$ cat src/rtl/imem_loader.sv
// imem_loader
//   Writer side of the instruction-memory interface. Receives framed bytes
//   (SYNC_BYTE, L, L payload bytes, CSUM = sum of payload mod 256) and writes
//   the payload to instruction memory starting at address 0. The processor is
//   held in reset (cpu_hold) until a frame loads with a matching checksum.
//
// Ports
//   clk        system clock, rising edge
//   reset      asynchronous, active-low reset
//   in_valid   byte available on in_data
//   in_data    stream byte
//   in_ready   loader can accept a byte
//   mem_we     instruction memory write enable, one cycle per payload byte
//   mem_addr   write address
//   mem_wdata  write data
//   cpu_hold   1 = processor held in reset
//   load_done  level: last frame loaded and checksum matched
//   load_error level: last frame failed (zero length, bad checksum, timeout)
//   state_dbg  current FSM state (IDLE=0, LEN=1, DATA=2, CSUM=3)
//
// Handshake: a byte transfers on a rising clk edge where in_valid & in_ready
// are both 1. in_ready is 0 while reset is low and 1 otherwise (it rises on
// the first clock edge after reset release); the loader never stalls.

module imem_loader #(
  parameter int          ADDR_W      = 8,
  parameter logic [7:0]  SYNC_BYTE   = 8'hA5,
  parameter int          TIMEOUT_CYC = 1024
) (
  input  logic              clk,
  input  logic              reset,
  input  logic              in_valid,
  input  logic [7:0]        in_data,
  output logic              in_ready,
  output logic              mem_we,
  output logic [ADDR_W-1:0] mem_addr,
  output logic [7:0]        mem_wdata,
  output logic              cpu_hold,
  output logic              load_done,
  output logic              load_error,
  output logic [1:0]        state_dbg
);

  localparam int TIMER_W = $clog2(TIMEOUT_CYC + 1);
  // Timeout fires on the edge that would take the timer to TIMEOUT_CYC.
  localparam logic [TIMER_W-1:0] TIMER_LAST = TIMER_W'(TIMEOUT_CYC - 1);

  typedef enum logic [1:0] {
    IDLE = 2'd0,
    LEN  = 2'd1,
    DATA = 2'd2,
    CSUM = 2'd3
  } state_t;

  state_t state_q, state_d;

  logic              in_ready_q;
  logic              mem_we_q;
  logic [ADDR_W-1:0] mem_addr_q;
  logic [7:0]        mem_wdata_q;
  logic              cpu_hold_q;
  logic              done_q;
  logic              error_q;

  logic [ADDR_W-1:0]  addr_q;
  logic [7:0]         remaining_q;
  logic [7:0]         csum_q;
  logic [TIMER_W-1:0] timer_q;

  // Strobes from the next-state logic
  logic accept;
  logic start;      // SYNC accepted in IDLE
  logic load_len;   // nonzero length accepted
  logic wr;         // payload byte accepted
  logic ok;         // checksum matched
  logic fail;       // zero length, checksum mismatch or timeout
  logic timeout;

  assign accept = in_valid & in_ready_q;

  always_comb begin
    state_d  = state_q;
    start    = 1'b0;
    load_len = 1'b0;
    wr       = 1'b0;
    ok       = 1'b0;
    fail     = 1'b0;
    timeout  = (state_q != IDLE) && !accept && (timer_q == TIMER_LAST);

    case (state_q)
      IDLE: begin
        if (accept && in_data == SYNC_BYTE) begin
          state_d = LEN;
          start   = 1'b1;
        end
      end
      LEN: begin
        if (accept) begin
          if (in_data == 8'd0) begin
            state_d = IDLE;
            fail    = 1'b1;
          end else begin
            state_d  = DATA;
            load_len = 1'b1;
          end
        end
      end
      DATA: begin
        if (accept) begin
          wr = 1'b1;
          if (remaining_q == 8'd1) state_d = CSUM;
        end
      end
      CSUM: begin
        if (accept) begin
          state_d = IDLE;
          if (in_data == csum_q) ok   = 1'b1;
          else                   fail = 1'b1;
        end
      end
      default: state_d = IDLE;
    endcase

    if (timeout) begin
      state_d = IDLE;
      fail    = 1'b1;
    end
  end

  always_ff @(posedge clk or negedge reset) begin
    if (!reset) state_q <= IDLE;
    else        state_q <= state_d;
  end

  always_ff @(posedge clk or negedge reset) begin
    if (!reset) begin
      in_ready_q  <= 1'b0;
      mem_we_q    <= 1'b0;
      mem_addr_q  <= '0;
      mem_wdata_q <= 8'd0;
      cpu_hold_q  <= 1'b1;
      done_q      <= 1'b0;
      error_q     <= 1'b0;
      addr_q      <= '0;
      remaining_q <= 8'd0;
      csum_q      <= 8'd0;
      timer_q     <= '0;
    end else begin
      in_ready_q <= 1'b1;
      mem_we_q   <= wr;

      if (load_len) begin
        remaining_q <= in_data;
        addr_q      <= '0;
        csum_q      <= 8'd0;
      end

      if (wr) begin
        mem_addr_q  <= addr_q;
        mem_wdata_q <= in_data;
        addr_q      <= addr_q + 1'b1;   // wraps modulo 2^ADDR_W
        csum_q      <= csum_q + in_data;
        remaining_q <= remaining_q - 8'd1;
      end

      // Idle-gap timer: cleared by any accepted byte, held in IDLE.
      if (accept || timeout)      timer_q <= '0;
      else if (state_q != IDLE)   timer_q <= timer_q + 1'b1;

      if (start) begin
        cpu_hold_q <= 1'b1;
        done_q     <= 1'b0;
        error_q    <= 1'b0;
      end
      if (ok) begin
        cpu_hold_q <= 1'b0;
        done_q     <= 1'b1;
      end
      if (fail) begin
        cpu_hold_q <= 1'b1;
        error_q    <= 1'b1;
        done_q     <= 1'b0;
      end
    end
  end

  assign in_ready   = in_ready_q;
  assign mem_we     = mem_we_q;
  assign mem_addr   = mem_addr_q;
  assign mem_wdata  = mem_wdata_q;
  assign cpu_hold   = cpu_hold_q;
  assign load_done  = done_q;
  assign load_error = error_q;
  assign state_dbg  = state_q;

endmodule
$ cat config.mk
export PLATFORM = sky130hd
export DESIGN_NAME = imem_loader
export DESIGN_NICKNAME = d
export VERILOG_FILES = /design/src/rtl/imem_loader.sv
export SDC_FILE = /design/constraint.sdc
export NUM_CORES = 1
export LEC_CHECK = 0
export CAP_MARGIN = 40
export CORE_AREA = 2 2 86 88
export DETAILED_ROUTE_END_ITERATION = 8
export DIE_AREA = 0 0 88 90
export PLACE_DENSITY = 0.66
export REMOVE_ABC_BUFFERS = 1
export SLEW_MARGIN = 20
export SYNTH_ARGS = -nofsm -noshare
export SYNTH_HDL_FRONTEND = slang
export SYNTH_SLANG_ARGS = --single-unit
$ cat constraint.sdc
create_clock -name clk -period 2.3 [get_ports clk]
set_input_delay 0.46 -clock clk [delete_from_list [all_inputs] [get_ports clk]]
set_output_delay 0.46 -clock clk [all_outputs]
set_load 0.01 [all_outputs]
==> results of run 1 <==
## power by group
group | internal [mW] | switching (mW) | leakage [nW]
sequential | 1.30 | 0.261 | 0.749
combinational | 0.782 | 0.772 | 0.905
clock | 0.636 | 0.420 | 0.109
total | 2.72 | 1.45 | 1.76
## metal layers
layer / global-route usage (%) / wire [um] / vias to the layer above / share of wire [%]
met5: 0 / 0 / - / 0
met1: 24.8 / 3200 / 1150 / 50
met3: 4.04 / 164 / 12 / 2.5
met2: 28.3 / 2970 / 26 / 46
met4: 8.33 / 132 / 0 / 2.0
li1: - / - / 1249 / -
## final cells by class
| type | count | share of cell area, % |
|---|---|---|
| flip-flops and latches | 58 | 38.1 |
| multi-input cells | 250 | 37.4 |
| repair buffers | 61 | 15.0 |
| clock buffers | 11 | 3.71 |
| well taps | 99 | 3.25 |
| clock inverters | 5 | 2.03 |
| inverters | 5 | 0.492 |
## through the flow
| stage | TNS [ns] | setup slack, ns | std cells |
|---|---|---|---|
| finish | 0 | 0.116 | 489 |
| CTS | 0 | 0.0446 | 489 |
| global route | 0 | 0.0355 | 489 |
| floorplan | 0 | 0.234 | 313 |
| detailed placement | -0.754 | -0.313 | 473 |
| global placement | -0.511 | -0.256 | 473 |
## critical path, cell delays in order
cell	delay (ns)
clkdlybuf4s50_1	0.43
ha_1	0.25
fa_2	0.37
a21oi_2	0.16
nor2_1	0.05
a211o_1	0.27
a21oi_1	0.18
xor2_1	0.16
o21ai_0	0.08
## registers in the layout (all words and copies together) (netlist names)
register / count
csum_q: 8
load_done: 1
addr_q: 8
remaining_q: 8
mem_we: 1
load_error: 1
state_dbg: 2
cpu_hold: 1
in_ready: 1
timer_q: 11
mem_addr: 8
mem_wdata: 8
## worst max-delay path by stage
stage | slack, ns | start | end
CTS | 0.04 | in_data[0] | csum_q[6]
global route | 0.04 | in_data[0] | csum_q[6]
global placement | -0.26 | in_data[0] | csum_q[6]
detailed placement | -0.31 | in_data[0] | csum_q[6]
floorplan | 0.23 | in_data[0] | csum_q[6]
finish | 0.12 | in_data[0] | csum_q[6]
## kinds of logic after synthesis
| logic type | share of synthesized area [%] |
|---|---|
| adders and majority gates | 5.31 |
| other | 0.126 |
| and+or+nand+nor | 23.6 |
| xor gates and xnor gates | 3.84 |
| DFF | 49.0 |
| buffers and inverters | 3.21 |
| AOI/OAI and AO/OA | 14.9 |
## repair_timing
| item | CTS | global route |
|---|---|---|
| gates resized for setup | 0 | 2 |
| hold buffers | 0 | 0 |
| setup endpoints to repair | 0 | 1 |
## synthesized netlist by cell type, drive strengths merged (2+ instances only)
cell type / count / area [sq um]
ha: 11 / 138
nand4: 7 / 43.8
nand2b: 4 / 32.5
xnor2: 3 / 26.3
buf: 9 / 65.1
dfrtp: 57 / 1430
nor3: 6 / 35.0
nand3: 7 / 35.0
nor2: 30 / 118
o22ai: 2 / 18.8
o21ai: 32 / 160
and4: 2 / 17.5
nand3b: 2 / 15.0
o31ai: 2 / 15.0
nor3b: 2 / 15.0
a31oi: 4 / 25.0
nor4: 5 / 31.3
a21o: 2 / 15.0
o22a: 3 / 26.3
a211oi: 2 / 15.0
a21oi: 22 / 118
a22o: 3 / 26.3
or3: 3 / 18.8
nand2: 73 / 277
inv: 5 / 18.8
xor2: 10 / 87.6
and3: 2 / 12.5
clkbuf: 3 / 11.3
==> reports/metrics.cfg, run 1 <==
[critical_path]
r2r_end=csum_q[6]
rr_worst_depth=8
crit_type=input port to flip-flop
crit_arrival_ns=2.41
critPathMaxFanout=2
r2r_setup_slack_ns=0.31
cp-end-kind=flip-flop
cp.required_ns=2.52
r2r_start=csum_q[0]
cp-start-kind=input port

[sta]
max_freq_mhz=458
fin_skew_ns=0.00866
layout_min_cycle_time_ns=2.18
slew_violations=0
hold_viol_final=0
fin_crit_sh_pct=95.0
hold_slack_ns=0.118
setup_violations=0
rsz0062_at_grt=no

[grt]
grt_pass1_wl_um=11500
grt_pass1_vias=2531
overflow=0
antenna_found_initial=0
grtUsageTotal_pct=18.5
grt_max_degree=59

[logic_synthesis]
yosysWarningCount=0
syn_avg_cell_area_sq_um=9.13
ys_seq_elements=58
synth_area_sq_mm=0.00297
synth_edf_count=0
synth_cell_types=50
synthFlopType=dfrtp_1
netlist_instances=325
async_reset_ff_share_pct=100
ys_seq_area_share_pct=49.0

[clocking]
cts_root_buf=clkbuf_8
htreeDepth=3
cts_tree=done
cts_inserted_buffers=9
clockBufferDepth=2
clk_latency_ns=0.35
cts.sinks=58
cts_setup_buffers=0
clkTransAtPathRegs_ns=0.07

[die]
core_area_sq_mm=0.00702
die_area_sq_mm=0.00792
die-width_um=88
rows=31
initial_core_util_pct=42.3
io_pins=34
die_y_um=90

[finish]
drive_above_1_share_pct=14.6
diodes=0
mostFrequentLayoutCell=nand2_1
fill_cells=652
syn_to_final_growth_pct=28.5
fin_util_pct=54.3
regArea_sq_mm=0.00145
multi_input_area_sq_mm=0.00143
final_cell_mix=nand2_1 (72), dfrtp_1 (57), clkdlybuf4s50_1 (32)
design_area_sq_mm=0.00381
nets=408

[pwr]
p_leak_nw=1.76
power_mw=4.17
power.density_mw_per_mm2=1090
peakVddDrop_uv=653

[drt]
drc_errors=0
detail-route-antenna-nets=0
drt_first_pass_iters=4
wl_per_cell_um=13.2
viasPerCell=4.98
drt-initial-drc-count=81
detail_route.wirelength_um=6460
vias=2437

[place]
placed_area_sq_mm=0.00359
gp_congestion=0.863
numPortBuffers=33
hpwl_um=4420

[hold_path]
hp-class=input port to async pin

[job]
maxCapViolations=0

[outcome]
outcome=complete, no violations

(Power assumes the default switching activity.)
==> run 2: changes to the inputs <==
Settings changed: CORE_AREA 2 2 86 88 to 2 2 85 87, CTS_CLUSTER_DIAMETER set to 40, DIE_AREA 0 0 88 90 to 0 0 87 89, PLACE_DENSITY 0.66 to 0.68.
==> run 2 against run 1 <==
Compared with the run above:
- die area fell by 2.2%
- fmax shrank 2.2%
- via count rose by 2.4%
- combinational power about the same
- register-to-register slack lost 0.03 ns
- sequential cell count is the same
- first-iteration DRC count up 14%
- power is 0.86% higher
- clock-buffer cell count down 1
- global-route usage increased by 0.15 points
- critical path depth unchanged
- critical endpoint unchanged
- largest cell class unchanged
- highest routed layer unchanged
==> reports/metrics.cfg, run 2 (synthesis results as in run 1) <==
[outcome]
outcome=complete, no violations  ; unchanged

[critical_path]
crit_arrival_ns=2.45  ; was 2.41 ns
cp-end-kind=flip-flop  ; unchanged
rr_worst_depth=8  ; unchanged
cp.required_ns=2.51  ; was 2.52 ns
r2r_start=csum_q[0]  ; unchanged
r2r_setup_slack_ns=0.28  ; was 0.31 ns
crit_type=input port to flip-flop  ; unchanged
r2r_end=csum_q[6]  ; unchanged
critPathMaxFanout=2  ; unchanged
cp-start-kind=input port  ; unchanged

[sta]
layout_setup_ws_ns=0.0654  ; was 0.116 ns
rsz0062_at_grt=no  ; unchanged
layout_min_cycle_time_ns=2.23  ; was 2.18 ns
hold_slack_ns=0.121  ; was 0.118 ns
max_freq_mhz=448  ; was 458 MHz
slew_violations=0  ; unchanged
fin_skew_ns=0.00921  ; was 0.00866 ns
worst_pin_slew_ns=0.584
relSlewSlack_pct=61.1
fin_crit_sh_pct=97.2  ; was 95.0%
hold_viol_final=0  ; unchanged
setup_violations=0  ; unchanged

[finish]
syn_to_final_growth_pct=28.3  ; was 28.5%
top_register=timer_q  ; unchanged
largest_reg_flops=11  ; unchanged
drive_above_1_share_pct=14.6  ; unchanged
final_cell_mix=nand2_1 (72), dfrtp_1 (57), clkdlybuf4s50_1 (32)  ; unchanged
mostFrequentLayoutCell=nand2_1  ; unchanged
design_area_sq_mm=0.00381  ; about the same
fin_util_pct=56.7  ; was 54.3%
diodes=0  ; unchanged
nets=408  ; unchanged

[die]
initial_core_util_pct=44.2  ; was 42.3%
die-width_um=87  ; was 88 um
core_area_sq_mm=0.00672  ; was 0.00702 sq mm
rows=30  ; was 31
io_pins=34  ; unchanged
die_y_um=89  ; was 90 um
die_area_sq_mm=0.00774  ; was 0.00792 sq mm

[pwr]
swShare_pct=34.8  ; about the same
power.density_mw_per_mm2=1110  ; was 1090 mW/mm^2
switchingPower_mw=1.47  ; was 1.45 mW
p_leak_nw=1.77  ; was 1.76 nW
seq_power_share_pct=37.3  ; was 37.5%
pwr-share-comb_pct=37.5  ; was 37.2%
p_clk_share_pct=25.2  ; was 25.3%
power_mw=4.21  ; was 4.17 mW
p_int_mw=2.74  ; was 2.72 mW
peakVddDrop_uv=551  ; was 653 uV

[place]
placed_area_sq_mm=0.00358  ; was 0.00359 sq mm
numPortBuffers=33  ; unchanged
hpwl_um=4590  ; was 4420 um
gp_congestion=0.882  ; was 0.863
dp_slack_ns=-0.295  ; was -0.313 ns

[grt]
grt_pass1_vias=2470  ; was 2531
grt_pass1_wl_um=11200  ; was 11500 um
grt_max_degree=37  ; was 59
antenna_found_initial=0  ; unchanged
overflow=0  ; unchanged
grtUsageTotal_pct=18.6  ; was 18.5%

[clocking]
htreeDepth=3  ; unchanged
cts_root_buf=clkbuf_8  ; unchanged
clkTransAtPathRegs_ns=0.07  ; about the same
cts_tree=done  ; unchanged
clockBufferDepth=2  ; unchanged
cts_hold_buf=0  ; unchanged
clk_latency_ns=0.33  ; was 0.35 ns
cts.sinks=58  ; unchanged
cts_inserted_buffers=9  ; unchanged

[job]
maxCapViolations=0  ; unchanged

[drt]
detail_route.wirelength_um=6620  ; was 6460 um
drc_errors=0  ; unchanged
vias=2496  ; was 2437
drt-initial-drc-count=92  ; was 81
detail-route-antenna-nets=0  ; unchanged
drt_first_pass_iters=4  ; unchanged
wl_per_cell_um=14.1  ; was 13.2 um
viasPerCell=5.31  ; was 4.98

[hold_path]
hp-class=input port to async pin  ; unchanged

-- run 2: cell type report --
type                       instances  area [sq um]
multi-input combinational        250          1420
sequential                        58          1450
clock buffer                      10           138
inverter                           5          18.8
tap                               80           100
clock inverter                     6          90.1
fill                             600          2910
timing repair buffer              61           586
-- run 2: worst max path at each step --
stage	start	end	slack [ns]	depth (start not counted)
2_1_floorplan	in_data[0]	csum_q[6]	0.23	8
3_3_place_gp	in_data[0]	csum_q[6]	-0.26	9
3_5_place_dp	in_data[0]	csum_q[6]	-0.30	9
4_1_cts	in_data[0]	csum_q[6]	0.07	9
5_1_grt	in_data[0]	csum_q[6]	0.004	9
6_report	in_data[0]	csum_q[6]	0.07	9
-- run 2: metrics by stage --
stage | cells | setup TNS (ns)
finish | 470 | 0
global route | 470 | 0
CTS | 470 | 0
detailed placement | 454 | -0.570
global placement | 454 | -0.564
floorplan | 313 | 0
-- run 2: critical path, cell delays in order --
cell             delay (ns)
clkdlybuf4s50_1        0.44
ha_1                   0.24
fa_1                   0.41
a21oi_2                0.18
nor2_1                 0.05
a211o_1                0.26
a21oi_1                0.17
xor2_1                 0.15
o21ai_0                0.08
-- run 2: routing by layer --
layer	global-route usage (%)	share of wire (%)	vias up	wire length, um
li1	-	-	1252	-
met1	24.7	48	1199	3160
met2	29.9	48	39	3170
met3	4.25	3.4	6	227
met4	7.10	0.98	0	65
met5	0	0	-	0
-- run 2: power groups by stage --
stage          Sequential [mW]  Combinational (mW)  Clock [mW]
2_1_floorplan             1.57               0.872           0
3_3_place_gp              1.57                1.53           0
3_5_place_dp              1.57                1.57           0
4_1_cts                   1.57                1.58        1.09
5_1_grt                   1.61                1.77        1.14
6_report                  1.57                1.58        1.06
-- run 2: repair_timing --
item                                    4_1_cts  5_1_grt
endpoints found under the setup margin        0        1
buffers inserted                              0        0
resized for setup                             0        1
==> variant, RTL diff (flow settings as in run 2) <==
Put one more register stage on the output `load_error`, with the module's reset. The value now appears one clock later. The other outputs are not delayed to match.
--- a/src/rtl/imem_loader.sv
+++ b/src/rtl/imem_loader.sv
@@ -191,5 +191,11 @@
   assign cpu_hold   = cpu_hold_q;
   assign load_done  = done_q;
-  assign load_error = error_q;
+  always_ff @(posedge clk or negedge reset) begin
+    if (!reset) begin
+      load_error <= '0;
+    end else begin
+      load_error <= error_q;
+    end
+  end
   assign state_dbg  = state_q;
 
Formal check against the unedited RTL: not equivalent (Yosys sat finds a counterexample within 4 cycles, from zero or initial values and one cycle with reset low).
==> variant against run 2 <==
  * Count of clock-buffer cells in the layout shrank 1
  * Routed wire length grew 1.3%
  * Power shrank 3.3%
  * Hold slack lost 0.018 ns
  * Design area shrank 0.79%
  * Highest routed layer unchanged
  * Sequential cell count grew 1
  * Area after synthesis grew 0.84%
  * Setup slack gained 0.024 ns
==> variant: results (changes against run 2) <==
{
  "vdd_ir_drop_max": {"value": 0.5012, "unit": "mV", "change": "-9.1%"},
  "cts.root.buffer_cell": {"value": "sky130_fd_sc_hd__clkbuf_8"},
  "netlist_top_cells_count": {"value": "sky130_fd_sc_hd__nand2_1, sky130_fd_sc_hd__dfrtp_1, sky130_fd_sc_hd__o21ai_0"},
  "first_global_vias": {"value": 2561, "change": "+3.7%"},
  "cts_buffers": {"value": 9, "change": "unchanged"},
  "max-clock-path-buffers": {"value": 2, "change": "unchanged"},
  "globalplace.congestion": {"value": 0.8463, "change": "-4.0%"},
  "post_synth_num_cell_types": {"value": 50, "change": "unchanged"},
  "critical_path_arrival": {"value": 2.43, "unit": "ns", "change": "-0.02 ns"},
  "max_flop_register": {"value": "timer_q"},
  "finalClockSkew": {"value": 0.01084, "unit": "ns", "change": "+0.001626 ns"},
  "num-fill-cells": {"value": 592, "change": "-1.3%"},
  "place_hpwl": {"value": 4484, "unit": "µm", "change": "-2.3%"},
  "synth-warning-count": {"value": 0, "change": "unchanged"},
  "first_iter_violations": {"value": 81, "change": "-12%"},
  "leading_cell_types_by_total_area_after_synthesis": {"value": "sky130_fd_sc_hd__dfrtp_1, sky130_fd_sc_hd__nand2_1, sky130_fd_sc_hd__o21ai_0"},
  "finalWirelength": {"value": 6707, "unit": "µm", "change": "+1.3%"},
  "worstHoldPathType": {"value": "input port to asynchronous set/reset pin"},
  "critical_path_peak_fanout": {"value": 2, "change": "unchanged"},
  "port_buffers": {"value": 33, "change": "unchanged"},
  "track_usage": {"value": 0.1938, "change": "+0.007601"},
  "maximum_number_of_pins_on_one_net_before_global_route_repair": {"value": 60, "change": "+62%"},
  "pleak": {"value": 1.751, "unit": "nW", "change": "-1.1%"},
  "pre_cts_ws": {"value": -0.3151, "unit": "ns", "change": "-0.01983 ns"},
  "postSynth.topFlopCell": {"value": "sky130_fd_sc_hd__dfrtp_1"},
  "outcome": {"value": "completed"},
  "placed_cell_area": {"value": 0.003571, "unit": "mm²", "change": "-0.14%"},
  "first_pass_iters": {"value": 4, "change": "unchanged"},
  "critPathSlowestCell": {"value": "sky130_fd_sc_hd__clkdlybuf4s50_1"},
  "post-cts-setup-buffers": {"value": 0, "change": "unchanged"},
  "netSwitchingFraction": {"value": 0.3638, "change": "+0.01559"},
  "worstSkewPairLatency": {"value": 0.34, "unit": "ns"},
  "ant_diodes": {"value": 0, "change": "unchanged"},
  "via_count": {"value": 2480, "change": "-0.64%"},
  "grt_antenna_before_repair": {"value": 0, "change": "unchanged"},
  "crit_path_max_incr_delay": {"value": 0.43, "unit": "ns"},
  "nets": {"value": 405, "change": "-0.74%"},
  "final_layout_size_suffix_gt1_frac": {"value": 0.1421, "change": "-0.004035"},
  "path_clk_slew": {"value": 0.07, "unit": "ns", "change": "about the same"},
  "largest_register_ffs": {"value": 11, "change": "unchanged"},
  "synthArstFlopShare": {"value": 1.000, "change": "unchanged"},
  "synth.yosys.seq_area_share": {"value": 0.4939, "change": "+0.004269"},
  "grt_first_pass_wirelength": {"value": 11700, "unit": "µm", "change": "+4.2%"},
  "cts_htree_levels": {"value": 3, "change": "unchanged"}
}
-- variant: cell count changes after synthesis, sizes merged --
cell          run 2  this run
dfrtp            57        58
-- variant: layout make-up --
class / instances / area [µm²] / area share
Sequential cell: 59 / 1478 / 0.3912
Clock inverter: 7 / 68.82 / 0.01822
Tap cell: 80 / 100.1 / 0.02650
Inverter: 5 / 18.77 / 0.004969
Timing Repair Buffer: 57 / 558.0 / 0.1477
Multi-Input combinational cell: 250 / 1430 / 0.3786
Clock buffer: 9 / 123.9 / 0.03279
-- variant: cells by family (layout without fill, tap and decap cells) --
group / Yosys count / count (layout) / synth area share
flip-flops: 59 / 59 / 0.4939
buffers and inverters: 17 / 78 / 0.03178
other: 1 / 1 / 0.001254
AND/OR/NAND/NOR: 149 / 149 / 0.2342
adder cells (fa/ha/maj): 12 / 12 / 0.05270
XOR/XNOR: 13 / 13 / 0.03806
AO/OA/AOI/OAI: 75 / 75 / 0.1481
-- variant: metrics by stage --
step / cells / utilization
5_1_grt: 467 / 0.5622
4_1_cts: 467 / 0.5601
3_3_place_gp: 451 / 0.5315
3_5_place_dp: 451 / 0.5315
6_report: 467 / 0.5622
2_1_floorplan: 314 / -
-- variant: what timing repair did --
action	CTS	global route
hold buffers	0	0
endpoints found under the setup margin	0	2
resized for setup	0	4
-- variant: power by group through the flow --
stage               sequential (mW)  clock (mW)  combinational, mW
floorplan                      1.59           0              0.872
global placement               1.59           0               1.48
detailed placement             1.59           0               1.53
CTS                            1.58       0.959               1.54
global route                   1.63        1.01               1.75
finish                         1.58       0.928               1.56
-- variant: path summary, 6_finish.rpt --
path / startpoint / cells after the start / endpoint / slack (ns)
setup / recovery: in_data[0] / 9 / csum_q[6]$_DFFE_PN0P_ / 0.09
hold / removal: reset / 2 / timer_q[2]$_DFFE_PN0P_ / 0.10
setup reg to reg: csum_q[0]$_DFFE_PN0P_ / 8 / csum_q[6]$_DFFE_PN0P_ / 0.28
hold reg to reg: error_q$_DFFE_PN0P_ / 0 / load_error$_DFF_PN0_ / 0.40
max in group asynchronous: reset / 2 / cpu_hold$_DFFE_PN1P_ / 1.90
min in group clk: error_q$_DFFE_PN0P_ / 0 / load_error$_DFF_PN0_ / 0.40
-- variant: worst max-delay path: cells and delay by family --
family,cells,cell delay [ns]
adder cells (fa/ha/maj),2,0.62
AND/OR/NAND/NOR,1,0.05
XOR/XNOR,1,0.16
buffers and inverters,1,0.43
AO/OA/AOI/OAI,4,0.70
-- variant: routing by layer --
metal	wire length, µm	vias up	GRT usage	share of wire
met2	3146	43	0.3074	0.47
met3	230	12	0.04894	0.034
met1	3210	1178	0.2559	0.48
met5	0	-	0	0
li1	-	1247	-	-
met4	120	0	0.07670	0.018
